### src/rtl/agex_muldiv_unit.sv
// agex_muldiv_unit
// Multi-cycle RV32M multiply/divide execute unit for the AGEX stage.
// Accepts one operation at a time, iterates UNROLL bits per cycle
// (N = XLEN/UNROLL cycles) and holds the result until writeback takes it.
//
// Ports:
//   clk, reset              clock, asynchronous active-high reset
//   in_valid/in_ready       operation handshake (in_op, in_a, in_b, in_rd)
//   in_flush                abandon whatever is in flight
//   out_valid/out_ready     result handshake (out_result, out_rd)
//   busy                    unit is not idle
module agex_muldiv_unit #(
  parameter int XLEN    = 32,
  parameter int UNROLL  = 1,
  parameter int TAGBITS = 5
) (
  input  logic               clk,
  input  logic               reset,
  input  logic               in_valid,
  output logic               in_ready,
  input  logic [2:0]         in_op,
  input  logic [XLEN-1:0]    in_a,
  input  logic [XLEN-1:0]    in_b,
  input  logic [TAGBITS-1:0] in_rd,
  input  logic               in_flush,
  output logic               out_valid,
  input  logic               out_ready,
  output logic [XLEN-1:0]    out_result,
  output logic [TAGBITS-1:0] out_rd,
  output logic               busy
);

  localparam int N    = XLEN / UNROLL;
  localparam int CNTW = (N > 1) ? $clog2(N) : 1;

  localparam logic [2:0] OP_MUL    = 3'd0;
  localparam logic [2:0] OP_MULH   = 3'd1;
  localparam logic [2:0] OP_MULHSU = 3'd2;
  localparam logic [2:0] OP_MULHU  = 3'd3;
  localparam logic [2:0] OP_DIV    = 3'd4;
  localparam logic [2:0] OP_DIVU   = 3'd5;
  localparam logic [2:0] OP_REM    = 3'd6;
  localparam logic [2:0] OP_REMU   = 3'd7;

  typedef enum logic [1:0] {IDLE, CALC, DONE} state_t;

  state_t              state_q, state_d;
  logic [2:0]          op_q, op_d;
  logic [TAGBITS-1:0]  rd_q, rd_d;
  logic                sign_a_q, sign_a_d;
  logic                sign_b_q, sign_b_d;
  // x: multiplier (mul) or dividend shifting into quotient (div)
  // y: multiplicand magnitude (mul) or divisor magnitude (div)
  // acc: 2*XLEN product (mul) or partial remainder in the low bits (div)
  logic [XLEN-1:0]     x_q, x_d;
  logic [XLEN-1:0]     y_q, y_d;
  logic [2*XLEN-1:0]   acc_q, acc_d;
  logic [CNTW-1:0]     cnt_q, cnt_d;
  logic [XLEN-1:0]     result_q, result_d;

  // Accept-side decode
  logic            in_sa, in_sb, in_div, div_zero, div_ovf;
  logic [XLEN-1:0] mag_a, mag_b, special_res;

  always_comb begin
    in_div   = in_op[2];
    in_sa    = in_a[XLEN-1] & ((in_op == OP_MULH) | (in_op == OP_MULHSU) |
                               (in_op == OP_DIV)  | (in_op == OP_REM));
    in_sb    = in_b[XLEN-1] & ((in_op == OP_MULH) | (in_op == OP_DIV) |
                               (in_op == OP_REM));
    mag_a    = in_sa ? -in_a : in_a;
    mag_b    = in_sb ? -in_b : in_b;
    div_zero = in_div && (in_b == '0);
    div_ovf  = ((in_op == OP_DIV) || (in_op == OP_REM)) &&
               (in_a == {1'b1, {(XLEN-1){1'b0}}}) && (in_b == '1);
    // in_op[1] distinguishes REM/REMU from DIV/DIVU
    if (div_zero) special_res = in_op[1] ? in_a : '1;
    else          special_res = in_op[1] ? '0 : in_a;
  end

  // One CALC cycle worth of iteration: UNROLL shift-add or restoring steps
  logic [2*XLEN-1:0] step_acc;
  logic [XLEN-1:0]   step_x;
  logic [XLEN:0]     rem_t, sum_t;

  always_comb begin
    step_acc = acc_q;
    step_x   = x_q;
    rem_t    = '0;
    sum_t    = '0;
    for (int i = 0; i < UNROLL; i++) begin
      if (op_q[2]) begin
        rem_t  = {step_acc[XLEN-1:0], step_x[XLEN-1]};
        step_x = step_x << 1;
        if (rem_t >= {1'b0, y_q}) begin
          rem_t     = rem_t - {1'b0, y_q};
          step_x[0] = 1'b1;
        end
        step_acc = {{(XLEN-1){1'b0}}, rem_t};
      end else begin
        // Add into the upper half, keep the carry, then shift the whole
        // accumulator right so the low half fills with product bits.
        sum_t    = {1'b0, step_acc[2*XLEN-1:XLEN]} + (step_x[0] ? {1'b0, y_q} : '0);
        step_acc = {sum_t, step_acc[XLEN-1:1]};
        step_x   = step_x >> 1;
      end
    end
  end

  // Sign correction and result select for the final CALC cycle
  logic [2*XLEN-1:0] prod;
  logic [XLEN-1:0]   quot, remv, calc_res;

  always_comb begin
    prod = (sign_a_q ^ sign_b_q) ? -step_acc : step_acc;
    quot = (sign_a_q ^ sign_b_q) ? -step_x : step_x;
    remv = sign_a_q ? -step_acc[XLEN-1:0] : step_acc[XLEN-1:0];
    case (op_q)
      OP_MUL:                       calc_res = prod[XLEN-1:0];
      OP_MULH, OP_MULHSU, OP_MULHU: calc_res = prod[2*XLEN-1:XLEN];
      OP_DIV, OP_DIVU:              calc_res = quot;
      default:                      calc_res = remv;
    endcase
  end

  assign in_ready   = (state_q == IDLE) && !in_flush;
  assign busy       = (state_q != IDLE);
  assign out_valid  = (state_q == DONE);
  assign out_result = result_q;
  assign out_rd     = rd_q;

  always_comb begin
    state_d  = state_q;
    op_d     = op_q;
    rd_d     = rd_q;
    sign_a_d = sign_a_q;
    sign_b_d = sign_b_q;
    x_d      = x_q;
    y_d      = y_q;
    acc_d    = acc_q;
    cnt_d    = cnt_q;
    result_d = result_q;
    case (state_q)
      IDLE: begin
        if (in_valid && in_ready) begin
          op_d     = in_op;
          rd_d     = in_rd;
          sign_a_d = in_sa;
          sign_b_d = in_sb;
          x_d      = in_div ? mag_a : mag_b;
          y_d      = in_div ? mag_b : mag_a;
          acc_d    = '0;
          cnt_d    = CNTW'(N - 1);
          if (div_zero || div_ovf) begin
            result_d = special_res;
            state_d  = DONE;
          end else begin
            state_d  = CALC;
          end
        end
      end
      CALC: begin
        x_d   = step_x;
        acc_d = step_acc;
        cnt_d = cnt_q - 1'b1;
        if (cnt_q == '0) begin
          result_d = calc_res;
          state_d  = DONE;
        end
      end
      DONE: begin
        if (out_ready) state_d = IDLE;
      end
      default: state_d = IDLE;
    endcase
    // Flush wins over everything, including a same-cycle result handshake
    if (in_flush) state_d = IDLE;
  end

  always_ff @(posedge clk or posedge reset) begin
    if (reset) begin
      state_q  <= IDLE;
      op_q     <= '0;
      rd_q     <= '0;
      sign_a_q <= 1'b0;
      sign_b_q <= 1'b0;
      x_q      <= '0;
      y_q      <= '0;
      acc_q    <= '0;
      cnt_q    <= '0;
      result_q <= '0;
    end else begin
      state_q  <= state_d;
      op_q     <= op_d;
      rd_q     <= rd_d;
      sign_a_q <= sign_a_d;
      sign_b_q <= sign_b_d;
      x_q      <= x_d;
      y_q      <= y_d;
      acc_q    <= acc_d;
      cnt_q    <= cnt_d;
      result_q <= result_d;
    end
  end

endmodule
### config.mk
export PLATFORM = sky130hd
export DESIGN_NAME = agex_muldiv_unit
export DESIGN_NICKNAME = d
export VERILOG_FILES = /design/src/rtl/agex_muldiv_unit.sv
export SDC_FILE = /design/constraint.sdc
export NUM_CORES = 1
export LEC_CHECK = 0
export CAP_MARGIN = 10
export CORE_UTILIZATION = 45
export CTS_CLUSTER_SIZE = 8
export DETAILED_ROUTE_END_ITERATION = 10
export PLACE_DENSITY = 0.66
export SLEW_MARGIN = 40
export SYNTH_ARGS = -nofsm -noshare
export SYNTH_HDL_FRONTEND = slang
export SYNTH_SLANG_ARGS = --single-unit
### constraint.sdc
create_clock -name clk -period 6.21 [get_ports clk]
set_input_delay 1.242 -clock clk [delete_from_list [all_inputs] [get_ports clk]]
set_output_delay 1.242 -clock clk [all_outputs]
set_load 0.03 [all_outputs]
# Word-level counts from Yosys, hierarchy flattened
# Cells that the tools add are included.
# totals
regBits	177
in_bits	77
# classes
n_addsub	8
n_lt_le_gt_ge	1
n_eq_ne	19
mux	32
bitwise_logic	8
reduce_logical	20
# ops
operator	count
32-bit two-way mux	15
64-bit two-way mux	3
32-bit negator	4
32-bit case mux with 2 select lines	2
64-bit case mux with 2 select lines	1
32-bit case mux with 3 select lines	1
32-bit == test (second input constant)	2
64-bit negator	1
32-bit by 32-bit adder with 33-bit output	1
33-bit by 32-bit >= comparator with 1-bit output	1
33-bit two-way mux	1
33-bit by 32-bit subtractor with 33-bit output	1
32-bit logical NOT	1
3-bit == test (second input constant)	4
2-bit two-way mux	5
5-bit case mux with 2 select lines	1
3-bit by 2-bit == test with 1-bit output (second input constant)	3
3-bit by 1-bit == test with 1-bit output (second input constant)	2
3-bit by 2-bit inequality test with 1-bit output (second input constant)	2
2-bit case mux with 3 select lines	1
1-bit logical AND	5
5-bit logical NOT	1
5-bit two-way mux	1
1-bit bitwise OR	5
other kinds (19)	24

# Longest topological paths before layout
# Gate-level depths: netlist of the first run.
# logic_depth
word_depth	9
depth_mapped	22

# Least setup slack after synthesis of the first run
# No wires, ideal clock.
# synth_timing
path_type	reg-to-reg
from	reg op_q[2]
to	reg result_q[30] (netlist: out_result[30])
arrival_time_ns	4.824
required_time_ns	6.091
path_slack_ns	1.267
stages_incl_launch_ff	21
path_cell_list	dfrtp_1 > clkbuf_1 > buf_2 > buf_2 > buf_2 > buf_1 > buf_1 > clkbuf_1 > nand2_1 > o21ai_0 > ha_1 > nand2_1 > a2111oi_0 > and3_1 > nand2_1 > nor2_1 > a31oi_1 > xor2_1 > a2111oi_0 > o311ai_1 > o21a_1
# synth_via
elab_chain_len	6
# synth_lines
element	line_no	rtl
start, declared	48	logic [2:0] op_q, op_d;
start signal, assigned	194	op_q <= op_d;
64-bit two-way mux or 32-bit two-way mux (tied branches)	92	if (op_q[2]) begin
64-bit negator, or another cell as far along	115	prod = (sign_a_q ^ sign_b_q) ? -step_acc : step_acc;
64-bit two-way mux, or another cell as far along	115	
32-bit case mux with 3 select lines (*)	118	case (op_q)
32-bit two-way mux (*)	166	if (cnt_q == '0) begin
32-bit case mux with 2 select lines (*)	143	case (state_q)
end signal, assigned	202	result_q <= result_d;
end, declared	59	logic [XLEN-1:0] result_q, result_d;
# Mark *: on every way between the ends. The rest lies on a longest branch, timed or not. The select of a mux whose other input is x is not followed.
# A chain may end at the register's enable or synchronous reset.

# Worst setup path after layout of the first run
# layout_timing
from	reg y_q[20]
to	reg result_q[30] (netlist: out_result[30])
# layout_via
elab_chain_len	8
# layout_lines
element	line_no	rtl
start, declared	56	logic [XLEN-1:0] y_q, y_d;
start signal, assigned	199	y_q <= y_d;
33-bit by 32-bit subtractor with 33-bit output, or another cell as far along	96	rem_t = rem_t - {1'b0, y_q};
33-bit two-way mux, or another cell as far along	95	if (rem_t >= {1'b0, y_q}) begin
64-bit two-way mux or 32-bit two-way mux (tied branches)	92	
64-bit negator, or another cell as far along	115	
64-bit two-way mux, or another cell as far along	115	
32-bit case mux with 3 select lines (*)	118	
32-bit two-way mux (*)	166	
32-bit case mux with 2 select lines (*)	143	
# Marks and branches as above.

==> impl_metrics.py, run 1 <==
metrics = {
    "power": {
        "power_density_nw_per_um2": 640,
        "p_seq_frac": 0.178,
        "peakVddDrop_mv": 0.308,
        "clock_power_share": 0.089,
        "sw_frac_of_total": 0.581,
        "power_mw": 13.3,
        "p_comb_frac": 0.733,
        "p_int_mw": 5.59,
        "leakage_nw": 8.34,
        "p_sw_mw": 7.74,
    },
    "timing": {
        "hold_violations": 0,
        "setup_viol": 0,
        "worst_slew_pin_slew_ns": 0.941,
        "max_freq_mhz": 179,
        "rsz0062_at_grt": "false",
        "finClkSkew_ns": 0.0101,
        "drv_slew": 0,
        "finalSetupTns_ns": 0,
        "final.min_clock_period_ns": 5.57,
        "min_period_over_period": 0.897,
        "slew_headroom": 0.364,
        "holdWs_ns": 0.474,
    },
    "setup_path": {
        "cp_cell_sequence": "inv_1 -> ha_1 -> a21oi_1 -> o21ai_1 -> a21o_1 -> a211o_2 -> nor2_4 -> nand2_1 -> o21ai_0 -> ha_1 -> nand2_1 -> a2111oi_0 -> buf_4 -> and3_1 -> nand2_1 -> nor2_1 -> a31oi_1 -> xor2_1 -> a2111oi_0 -> o311ai_1 -> o21a_1",
        "cp_max_fo": 13,
        "cp.required_ns": 6.58,
        "slowest_delay_ns": 0.52,
        "worstPathArrival_ns": 5.94,
        "crit_family": "compound AO/OA/AOI/OAI gates",
        "path_buf_inv": 2,
        "cpMostUsedCell": "nand2_1",
        "crit_type": "flop to flop",
        "cp-start-kind": "flop",
        "worst_setup_path_end_kind": "flop",
        "crit_slowest_cell": "a211o_2",
    },
    "routing": {
        "ant_nets": 0,
        "drtIter0Drc": 2563,
        "met2WireLength_mm": 34.2,
        "wirelength_mm": 79.1,
        "post_drt_wl_per_cell_um": 25.5,
        "viasPerCell": 6.60,
        "drt-pass1-iter-count": 6,
        "highest_layer": "met5",
        "routed-wl-met3_mm": 7.75,
        "vias": 20500,
        "drt-met1-wl_mm": 32.7,
        "drc": 0,
    },
    "yosys": {
        "syn-cell-area_um2": 18500,
        "yosys-top-cells-area": "dfrtp_1, nand2_1, o21ai_0",
        "synthDistinctLibCells": 105,
        "synth_area_leader_cell": "dfrtp_1",
        "yosys_warnings": 0,
        "synth_top_area_frac": 0.239,
        "ys_seq_elements": 177,
        "syn_area_per_cell_um2": 7.34,
        "synth_edf_count": 0,
        "synth_seq_area_share": 0.239,
        "syn_inst": 2526,
        "synthArstFlopShare": 1.00,
        "synth_nets": 2675,
        "synth_top_flop_cell": "dfrtp_1",
    },
    "global_routing": {
        "grt_usage": 0.377,
        "grt_pass1_wl_mm": 118,
        "overflow": 0,
        "antenna_found_initial": 8,
        "grt_max_degree": 122,
        "grt_pass1_vias": 18600,
    },
    "cts": {
        "root_buffer": "clkbuf_16",
        "htreeDepth": 4,
        "clk_pin_slew_ns": 0.08,
        "clock_path_buffers": 2,
        "cts_num_sinks": 177,
        "insertion_delay_ns": 0.47,
        "cts_tree": "done",
        "post_cts_buffers": 0,
        "ctsHoldBuffers": 0,
        "numCtsBuffers": 17,
        "post_cts_resized": 0,
    },
    "place": {
        "dp_hpwl_mm": 61.3,
        "place.gp.congestion": 1.06,
        "port_buffers": 116,
    },
    "layout": {
        "fill_cells": 3972,
        "seq_area_um2": 4430,
        "fin_nets": 2708,
        "multi_input_area_um2": 13100,
        "drive_gt1_frac": 0.0754,
        "syn_to_final_growth_pct": 12.5,
        "final_util": 0.519,
    },
    "floorplan": {
        "die-area_um2": 42000,
        "coreArea_um2": 40200,
        "ios": 117,
        "start_util": 0.461,
        "die_h_um": 205,
        "fp-row-count": 73,
        "fp.dieW_um": 205,
    },
    "flow_run": {
        "drv_cap": 0,
    },
    "run_status": {
        "status": "complete, no violations",
    },
    "worst_hold_path": {
        "hold_class": "flop to flop",
    },
}
## final timing paths
check	from	end	slack, ns	depth (start not counted)
max in group asynchronous	reset	acc_q[59]	3.94	3
worst min-delay path	cnt_q[4]	cnt_q[4]	0.47	1
worst min register to register	cnt_q[4]	cnt_q[4]	0.47	1
min in group asynchronous	reset	out_rd[0]	1.18	2
worst max register to register	y_q[20]	out_result[30]	0.64	21
worst max-delay path	y_q[20]	out_result[30]	0.64	21
## registers in the layout, indices dropped and copies added (netlist names)
signal,flops
acc_q,64
out_result,32
x_q,32
y_q,32
cnt_q,5
out_rd,5
op_q,3
state_q,2
sign_a_q,1
sign_b_q,1
## final cells by class
class	instances	share of cell area
Antenna cell	3	0.000360
Tap cell	525	0.0315
Sequential cell	177	0.213
Clock buffer	19	0.0217
Timing Repair Buffer	190	0.0834
Inverter	77	0.0145
Clock inverter	13	0.00774
Multi-Input combinational cell	2096	0.628
## cells in the mapped netlist, types with 19 or more instances
master    number
o21ai_0      242
inv_1         76
xor2_1        48
clkbuf_1     126
nand2_1      324
dfrtp_1      177
nor2b_1       21
and2_1        52
a21oi_1      185
nor3_1        60
or3_1         21
o31ai_1       32
xnor2_1       98
a21o_1        21
a221oi_1      20
a211oi_1      24
a31oi_1       38
o211ai_1      48
nor2_1       231
nand4_1       38
o221ai_1      49
mux2i_1       51
nand3_1      120
ha_1          70
o21a_1        19
nand2b_1      23
## layout by cell type, fill, tap and decap left out, types with 47 or more instances in the layout
cell / netlist / layout
xor2_1: 48 / 47
ha_1: 70 / 70
o221ai_1: 49 / 49
nand2_1: 324 / 323
inv_1: 76 / 74
mux2i_1: 51 / 51
xnor2_1: 98 / 97
nor3_1: 60 / 60
buf_4: 12 / 71
o211ai_1: 48 / 48
nand3_1: 120 / 120
dfrtp_1: 177 / 175
nor2_1: 231 / 230
clkdlybuf4s50_1: 0 / 115
o21ai_0: 242 / 239
a21oi_1: 185 / 185
and2_1: 52 / 51
## power by group through the flow
| stage | combinational [mW] | sequential [mW] | clock [mW] |
|---|---|---|---|
| floorplan | 6.26 | 2.22 | 0 |
| CTS | 9.45 | 2.34 | 1.19 |
| finish | 9.77 | 2.37 | 1.19 |
| global placement | 9.31 | 2.34 | 0 |
| detailed placement | 9.40 | 2.35 | 0 |
| global route | 10.4 | 2.42 | 1.24 |
## cell families after synthesis
family | share of synthesized area
AO/OA/AOI/OAI | 0.302
XOR/XNOR | 0.0690
adder cells (fa/ha/maj) | 0.0494
buffers and inverters | 0.0577
flip-flops | 0.239
multiplexers | 0.0306
AND/OR/NAND/NOR | 0.252
## per-stage QoR
stage / cells / worst slack (ns) / instance area, µm²
6_report: 3100 / 0.637 / 20900
5_1_grt: 3099 / 0.368 / 20800
4_1_cts: 3096 / 0.772 / 20800
3_5_place_dp: 3064 / 0.438 / 20200
3_3_place_gp: 3063 / 0.484 / 20200
2_1_floorplan: 2526 / 0.166 / 18500
## layer usage
metal,vias up,track usage
met5,-,0
met4,6,0.197
met3,177,0.0748
met2,1108,0.564
met1,9812,0.512
li1,9350,-
## worst register-to-register path: cells and delay by family, from the launching register on
kind	cells	cell delay (ns)
fa+ha+maj	2	0.68
flops	1	0.47
simple gates	6	1.20
buf+inv	2	0.29
compound gates	10	2.64
xor+xnor	1	0.19
Note: power is estimated with default switching activity, not from simulation.
==> run 2: changes to the inputs <==
CTS_CLUSTER_SIZE = 28   (was 8)
==> results of run 2 <==
Final layout, timing and power as in run 1 (identical DEF).
